--- config.mk ---
export PLATFORM = sky130hd
export DESIGN_NAME = toy_wb_arbiter
export DESIGN_NICKNAME = d
export VERILOG_FILES = /design/src/rtl/toy_wb_arbiter.sv
export SDC_FILE = /design/constraint.sdc
export NUM_CORES = 1
export LEC_CHECK = 0
export BUFFER_PORTS_ARGS = -buffer_cell sky130_fd_sc_hd__buf_4
export CAP_MARGIN = 15
export CELL_PAD_IN_SITES_DETAIL_PLACEMENT = 0
export CELL_PAD_IN_SITES_GLOBAL_PLACEMENT = 1
export CORE_AREA = 2 2 173 175
export DETAILED_ROUTE_END_ITERATION = 10
export DIE_AREA = 0 0 175 177
export GPL_TIMING_DRIVEN = 0
export PLACE_DENSITY_LB_ADDON = 0.15
export SYNTH_ARGS = -nofsm -noshare
export SYNTH_HDL_FRONTEND = slang
export SYNTH_SLANG_ARGS = --single-unit
export TNS_END_PERCENT = 1
--- constraint.sdc ---
create_clock -name clk -period 14.1 [get_ports clk]
set_clock_uncertainty 0.05 [all_clocks]
set_input_delay 1.41 -clock clk [delete_from_list [all_inputs] [get_ports clk]]
set_output_delay 1.41 -clock clk [all_outputs]
set_load 0.01 [all_outputs]
--- src/rtl/toy_wb_arbiter.sv ---
// Writeback-port arbiter: grants up to WB_PORT_NUM execution-unit results per
// cycle in round-robin order and registers the winners onto the register-file
// write ports with one cycle of latency.
module toy_wb_arbiter #(
  parameter int EU_NUM         = 4,
  parameter int WB_PORT_NUM    = 2,
  parameter int REG_WIDTH      = 64,
  parameter int PREG_IDX_WIDTH = 7,
  parameter int EU_ID_WIDTH    = $clog2(EU_NUM)
) (
  input  logic                                       clk,
  input  logic                                       rst,
  input  logic [EU_NUM-1:0]                          v_eu_wb_vld,
  input  logic [EU_NUM-1:0][REG_WIDTH-1:0]           v_eu_wb_data,
  input  logic [EU_NUM-1:0][PREG_IDX_WIDTH-1:0]      v_eu_wb_prd,
  output logic [EU_NUM-1:0]                          v_eu_wb_rdy,
  input  logic                                       wb_en,
  output logic [WB_PORT_NUM-1:0]                     v_wr_reg_en,
  output logic [WB_PORT_NUM-1:0][REG_WIDTH-1:0]      v_wr_reg_data,
  output logic [WB_PORT_NUM-1:0][PREG_IDX_WIDTH-1:0] v_wr_reg_prd,
  output logic [WB_PORT_NUM-1:0][EU_ID_WIDTH-1:0]    v_wr_reg_eu_id,
  output logic [EU_ID_WIDTH-1:0]                     rr_ptr
);

  // Port-slot counter width; one extra bit so it can reach WB_PORT_NUM.
  localparam int PSEL_W = (WB_PORT_NUM > 1) ? $clog2(WB_PORT_NUM) : 1;
  localparam logic [PSEL_W:0] PORT_LIMIT = (PSEL_W + 1)'(WB_PORT_NUM);

  // (base + off) mod EU_NUM; works for EU_NUM that is not a power of two.
  function automatic logic [EU_ID_WIDTH-1:0] wrap_add(
    input logic [EU_ID_WIDTH-1:0] base,
    input int unsigned            off
  );
    int unsigned s;
    s = 32'(base) + off;
    if (s >= 32'(EU_NUM)) s = s - 32'(EU_NUM);
    return s[EU_ID_WIDTH-1:0];
  endfunction

  logic [EU_ID_WIDTH-1:0]                  rr_ptr_reg;
  logic [EU_ID_WIDTH-1:0]                  rr_ptr_next;
  logic [EU_NUM-1:0]                       grant;
  logic [WB_PORT_NUM-1:0]                  port_vld;
  logic [WB_PORT_NUM-1:0][EU_ID_WIDTH-1:0] port_sel;
  logic [EU_ID_WIDTH-1:0]                  last_idx;
  logic [EU_ID_WIDTH-1:0]                  scan_idx;
  logic [PSEL_W:0]                         slot;

  // Rotating-priority scan: the k-th valid EU found from rr_ptr takes port k.
  always_comb begin
    grant    = '0;
    port_vld = '0;
    port_sel = '0;
    last_idx = rr_ptr_reg;
    scan_idx = '0;
    slot     = '0;
    for (int unsigned off = 0; off < 32'(EU_NUM); off++) begin
      scan_idx = wrap_add(rr_ptr_reg, off);
      if (!rst && wb_en && v_eu_wb_vld[scan_idx] && (slot < PORT_LIMIT)) begin
        grant[scan_idx]              = 1'b1;
        port_vld[slot[PSEL_W-1:0]]   = 1'b1;
        port_sel[slot[PSEL_W-1:0]]   = scan_idx;
        last_idx                     = scan_idx;
        slot                         = slot + 1'b1;
      end
    end
    // Priority moves just past the last winner so skipped EUs lead next time.
    rr_ptr_next = (|grant) ? wrap_add(last_idx, 1) : rr_ptr_reg;
  end

  // Round-robin pointer register.
  always_ff @(posedge clk) begin
    if (rst) rr_ptr_reg <= '0;
    else     rr_ptr_reg <= rr_ptr_next;
  end

  assign v_eu_wb_rdy = grant;
  assign rr_ptr      = rr_ptr_reg;

  logic                      en_reg    [WB_PORT_NUM];
  logic [REG_WIDTH-1:0]      data_reg  [WB_PORT_NUM];
  logic [PREG_IDX_WIDTH-1:0] prd_reg   [WB_PORT_NUM];
  logic [EU_ID_WIDTH-1:0]    eu_id_reg [WB_PORT_NUM];

  genvar gi;
  generate
    for (gi = 0; gi < WB_PORT_NUM; gi++) begin : g_port
      // Capture the granted EU for this port; idle ports keep their payload.
      always_ff @(posedge clk) begin
        if (rst) begin
          en_reg[gi]    <= 1'b0;
          data_reg[gi]  <= '0;
          prd_reg[gi]   <= '0;
          eu_id_reg[gi] <= '0;
        end else begin
          en_reg[gi] <= port_vld[gi];
          if (port_vld[gi]) begin
            data_reg[gi]  <= v_eu_wb_data[port_sel[gi]];
            prd_reg[gi]   <= v_eu_wb_prd[port_sel[gi]];
            eu_id_reg[gi] <= port_sel[gi];
          end
        end
      end

      assign v_wr_reg_en[gi]    = en_reg[gi];
      assign v_wr_reg_data[gi]  = data_reg[gi];
      assign v_wr_reg_prd[gi]   = prd_reg[gi];
      assign v_wr_reg_eu_id[gi] = eu_id_reg[gi];
    end
  endgenerate

endmodule

# After elaboration in Yosys (flattened, before gate mapping)
# Memory sizes are Yosys's and may differ from the RTL's.
# Cells that the tools add are included.
# word_totals
regBits,2
mem_bits_rw,148
in_bits,291
output_inout_bits,154
memories,4
# mem_list
memory,words,word_bits,read_ports,rd_clocked_by_memory_dff,wr,line_no,rtl
data_reg,2,64,2,0,2,81,logic [REG_WIDTH-1:0] data_reg [WB_PORT_NUM];
prd_reg,2,7,2,0,2,82,logic [PREG_IDX_WIDTH-1:0] prd_reg [WB_PORT_NUM];
eu_id_reg,2,2,2,0,2,83,logic [EU_ID_WIDTH-1:0] eu_id_reg [WB_PORT_NUM];
en_reg,2,1,2,0,2,80,logic en_reg [WB_PORT_NUM];
# op_classes
add_sub_neg,11
n_lt_le_gt_ge,24
mux,80
bitwise,14
reduce_logical,17
# op_table
operator,n
$bmux 64 s2,2
$mux 64,4
$mux 2,20
$bmux 7 s2,2
$mux 4,7
$mux 7,4
$mux 1,24
$lt 2x3->1 const B,6
$logic_and 1x1->1,15
$bwmux 4,3
$ge 3x3->1 const B,4
$or 4x4->4,3
$sub 2x1->2 const B,5
$bmux 1 s2,4
$demux 1 s2,4
$ge 2x1->1 const B,4
$or 1x1->1,8
$add 2x1->3 const B,2
$add 2x2->3 const B,2
$demux 2 s1,3
$lt 1x2->1 const B,3
$lt 2x2->1 const B,3
$add 2x1->2 const B,2
$or 2x2->2,2
6 further kinds,10

# Depth between registers and ports, before layout
# depth
depth_word,22
depth_mapped,18
ltp_nobuf,13

# Worst setup path before layout
# Ideal clock, no wire load.
# synth_timing
path_kind,input-to-reg
start,input port v_eu_wb_vld[3]
end,"memory data_reg[0][0], enable pin"
setup_ns,0.933
t_arrival_ns,4.640
required_time_ns,13.117
setup_slack_ns,8.477
stages,8
n_path_buf,1
cell_sequence,mux4_2 nand2_1 ha_1 clkbuf_1 inv_1 maj3_1 nand2_1 nand3_1
# synth_rtl
item,line_no,rtl
from (decl),13,"input logic [EU_NUM-1:0] v_eu_wb_vld,"
to (decl),81,

==> run metrics <==
clock root buffer clkbuf_16; 1st-pass router iterations 5; DRC violations left 0; CP startpoint rr_ptr[0]; outcome finished clean; Buffers on Ports 444; r2r startpoint rr_ptr[0]; max reg flops 128; Final Non-Filler Cells 1,804; Max FO, Critical Path 10; Initial DRC Count just under 1k; H-tree Lvls 4; Vias between 10k and 15k; CP arrival 6.38 ns; Static Leak 7.44 nW; Chip Width 175 um; Slew @ Worst Pin 1.18 ns; Die Area 31,000 sq um; Buf+Inv Stages, Crit Path 6; critical path class reg -> reg; CP Data Required Time 14.19 ns; nets 1,704; Crit. End Element flip-flop; commonest non-fill, non-tap cell in the layout buf_4; Die Height 177 um; reg2reg end data_reg[0][13]; mapped cell area 11,100 sq um; hold_buf cts 0; syn_area_per_cell 11.8 sq um; PD cells 174 nW/um^2; Worst-path clk slew 0.07 ns; crit path launch type flip-flop; post-DP HPWL 33,400 um; HP Class reg -> reg; wire per inst 25.6 um; Vias/cell 6.00; Ports 445; hold depth 3; filler cell count 2,721; Hold Path End rr_ptr[1]; Syn Inst Count 936; Tmin final 6.29 ns; Critical-path top delay cell buf_1; R2R depth 16; Clk Latency, worst-skew pair 0.43 ns; cell family with most CP delay buffers and inverters; cell row count 63; total gr overflow 0; Final Hold Fails 0; area grow syn2layout 40.2%; Yosys reg bits 150; vias in the first global route 10.8k; TritonCTS Buffers 17; gpl congestion around 0.83; Mapped Nets roughly 1.2k; largest net degree at the start of global routing 44; most frequent cells in the layout buf_4 (463), mux2i_1 (214), edfxtp_1 (146), nand2_1 (84), a22o_1 (76); RSZ-0062 raised after global routing no; CORE AREA 29,200 sq um; top-area cell type share of the netlist area 0.396; first-pass GRT wire length 68,000 um; post-CTS setup buffer count 0; CTS tree yes; final setup vio count 0; post-cts sizing count 0; Rel. slew slack 0.209; largest area contributor in the netlist edfxtp_1; Placed Cells incl. Taps roughly 1.8k; ANT nets after route 0; layout cells sized above 1 0.443; library cells used by synthesis 51; CP Cell Sequence buf_6 -> inv_1 -> ha_1 -> and3b_1 -> a22oi_2 -> inv_1 -> ha_1 -> nor3b_1 -> nand2_1 -> nor2_1 -> buf_1 -> a31oi_1 -> o32ai_4 -> buf_2 -> buf_2 -> a221oi_2; HP Start rr_ptr[1]; max-slew violation count 0; WL final approximately 46,000 um; fmax 159 MHz; GR Util All Layers 0.289; crit-path max cell delay about 0.75 ns; Worst R2R Setup Slack 7.81 ns; top post-synthesis cells by area edfxtp_1 (40%), mux2i_1 (19%), a221oi_2 (9.5%), a22o_1 (6.0%), a221oi_1 (5.7%); post-route setup TNS 0 ns; Synth warnings 0; peak supply drop 78.5 uV; Max Cap Viol 0; Seq/Total Area, Yosys 0.403; maximum root-to-sink buffer count 2; initial antenna violation count 3; # clock sinks 150; Tcrit/Tclk final 0.446; Starting Density 0.379; worst hold slack 0.647 ns
[cells by family after synthesis]
family                     synth area share
adders and majority gates            0.0145
DFF                                   0.403
AOI/OAI and AO/OA                     0.276
xor gates and xnor gates            0.00237
buffers and inverters                0.0559
muxes                                 0.204
and+or+nand+nor                      0.0448
[metal layers]
metal	wire length (um)	up-vias	global-route usage
met2	22500	530	0.485
met4	1370	2	0.0962
li1	-	4838	-
met5	20	-	0
met1	18000	5373	0.353
met3	4310	82	0.0887
[per-stage QoR]
stage | worst slack, ns | power [mW] | area, sq um | util
after floorplan | 8.48 | 1.64 | 11100 | -
after global placement | 6.20 | 2.23 | 14900 | 0.509
after detailed placement | 7.84 | 2.23 | 15000 | 0.512
after CTS | 7.88 | 2.69 | 15500 | 0.531
after global routing | 7.47 | 2.82 | 15500 | 0.531
final | 7.81 | 2.70 | 15500 | 0.531
[worst min-delay path: cells and delay by family (launching register included)]
kind	cells	cell delay, ns
buf+inv	1	0.16
flops	1	0.38
compound gates	1	0.05
simple gates	1	0.06
[worst max-delay path by stage]
stage / cells after the start / to / slack, ns
6_report: 16 / data_reg[0][13] / 7.81
2_1_floorplan: 8 / data_reg[0][0] / 8.48
3_3_place_gp: 10 / data_reg[1][25] / 6.20
4_1_cts: 16 / data_reg[0][13] / 7.88
5_1_grt: 16 / data_reg[0][13] / 7.47
3_5_place_dp: 14 / data_reg[0][13] / 7.84
[cell usage after synthesis, drive strengths merged]
| library cell | n |
|---|---|
| or2 | 1 |
| nor4 | 3 |
| dfxtp | 4 |
| a21oi | 6 |
| a31oi | 1 |
| o32ai | 1 |
| ha | 12 |
| and3b | 1 |
| o21ai | 4 |
| nand3 | 5 |
| o31ai | 1 |
| mux4 | 3 |
| nor2b | 3 |
| mux2 | 4 |
| o22ai | 72 |
| nor2 | 9 |
| o311ai | 1 |
| a22oi | 1 |
| o211ai | 1 |
| and2 | 1 |
| buf | 62 |
| o41ai | 1 |
| a221oi | 142 |
| a21o | 4 |
| and3 | 1 |
| nand2b | 1 |
| xnor2 | 3 |
| inv | 11 |
| maj3 | 1 |
| edfxtp | 146 |
| a22o | 76 |
| nor3 | 2 |
| mux2i | 214 |
| nand2 | 84 |
| a221o | 4 |
| a21boi | 1 |
| a211oi | 3 |
| nor3b | 2 |
| clkbuf | 44 |
[report_power, final]
| group | switching [mW] | total (mW) | internal, mW |
|---|---|---|---|
| Combinational | 0.894 | 1.52 | 0.627 |
| Sequential | 0.0487 | 0.714 | 0.665 |
| Clock | 0.218 | 0.463 | 0.245 |
[final cells by class]
cell class | instances | area (sq um) | share of cell area
multi-input combinational | 669 | 6020 | 0.388
buffer | 106 | 578 | 0.0372
sequential | 150 | 4460 | 0.287
clock buffer | 18 | 429 | 0.0276
inverter | 11 | 41.3 | 0.00266
clock inverter | 13 | 125 | 0.00806
antenna | 1 | 2.50 | 0.000161
tap | 390 | 488 | 0.0314
timing repair buffer | 446 | 3380 | 0.218
Note: power is estimated with default switching activity, not from simulation.
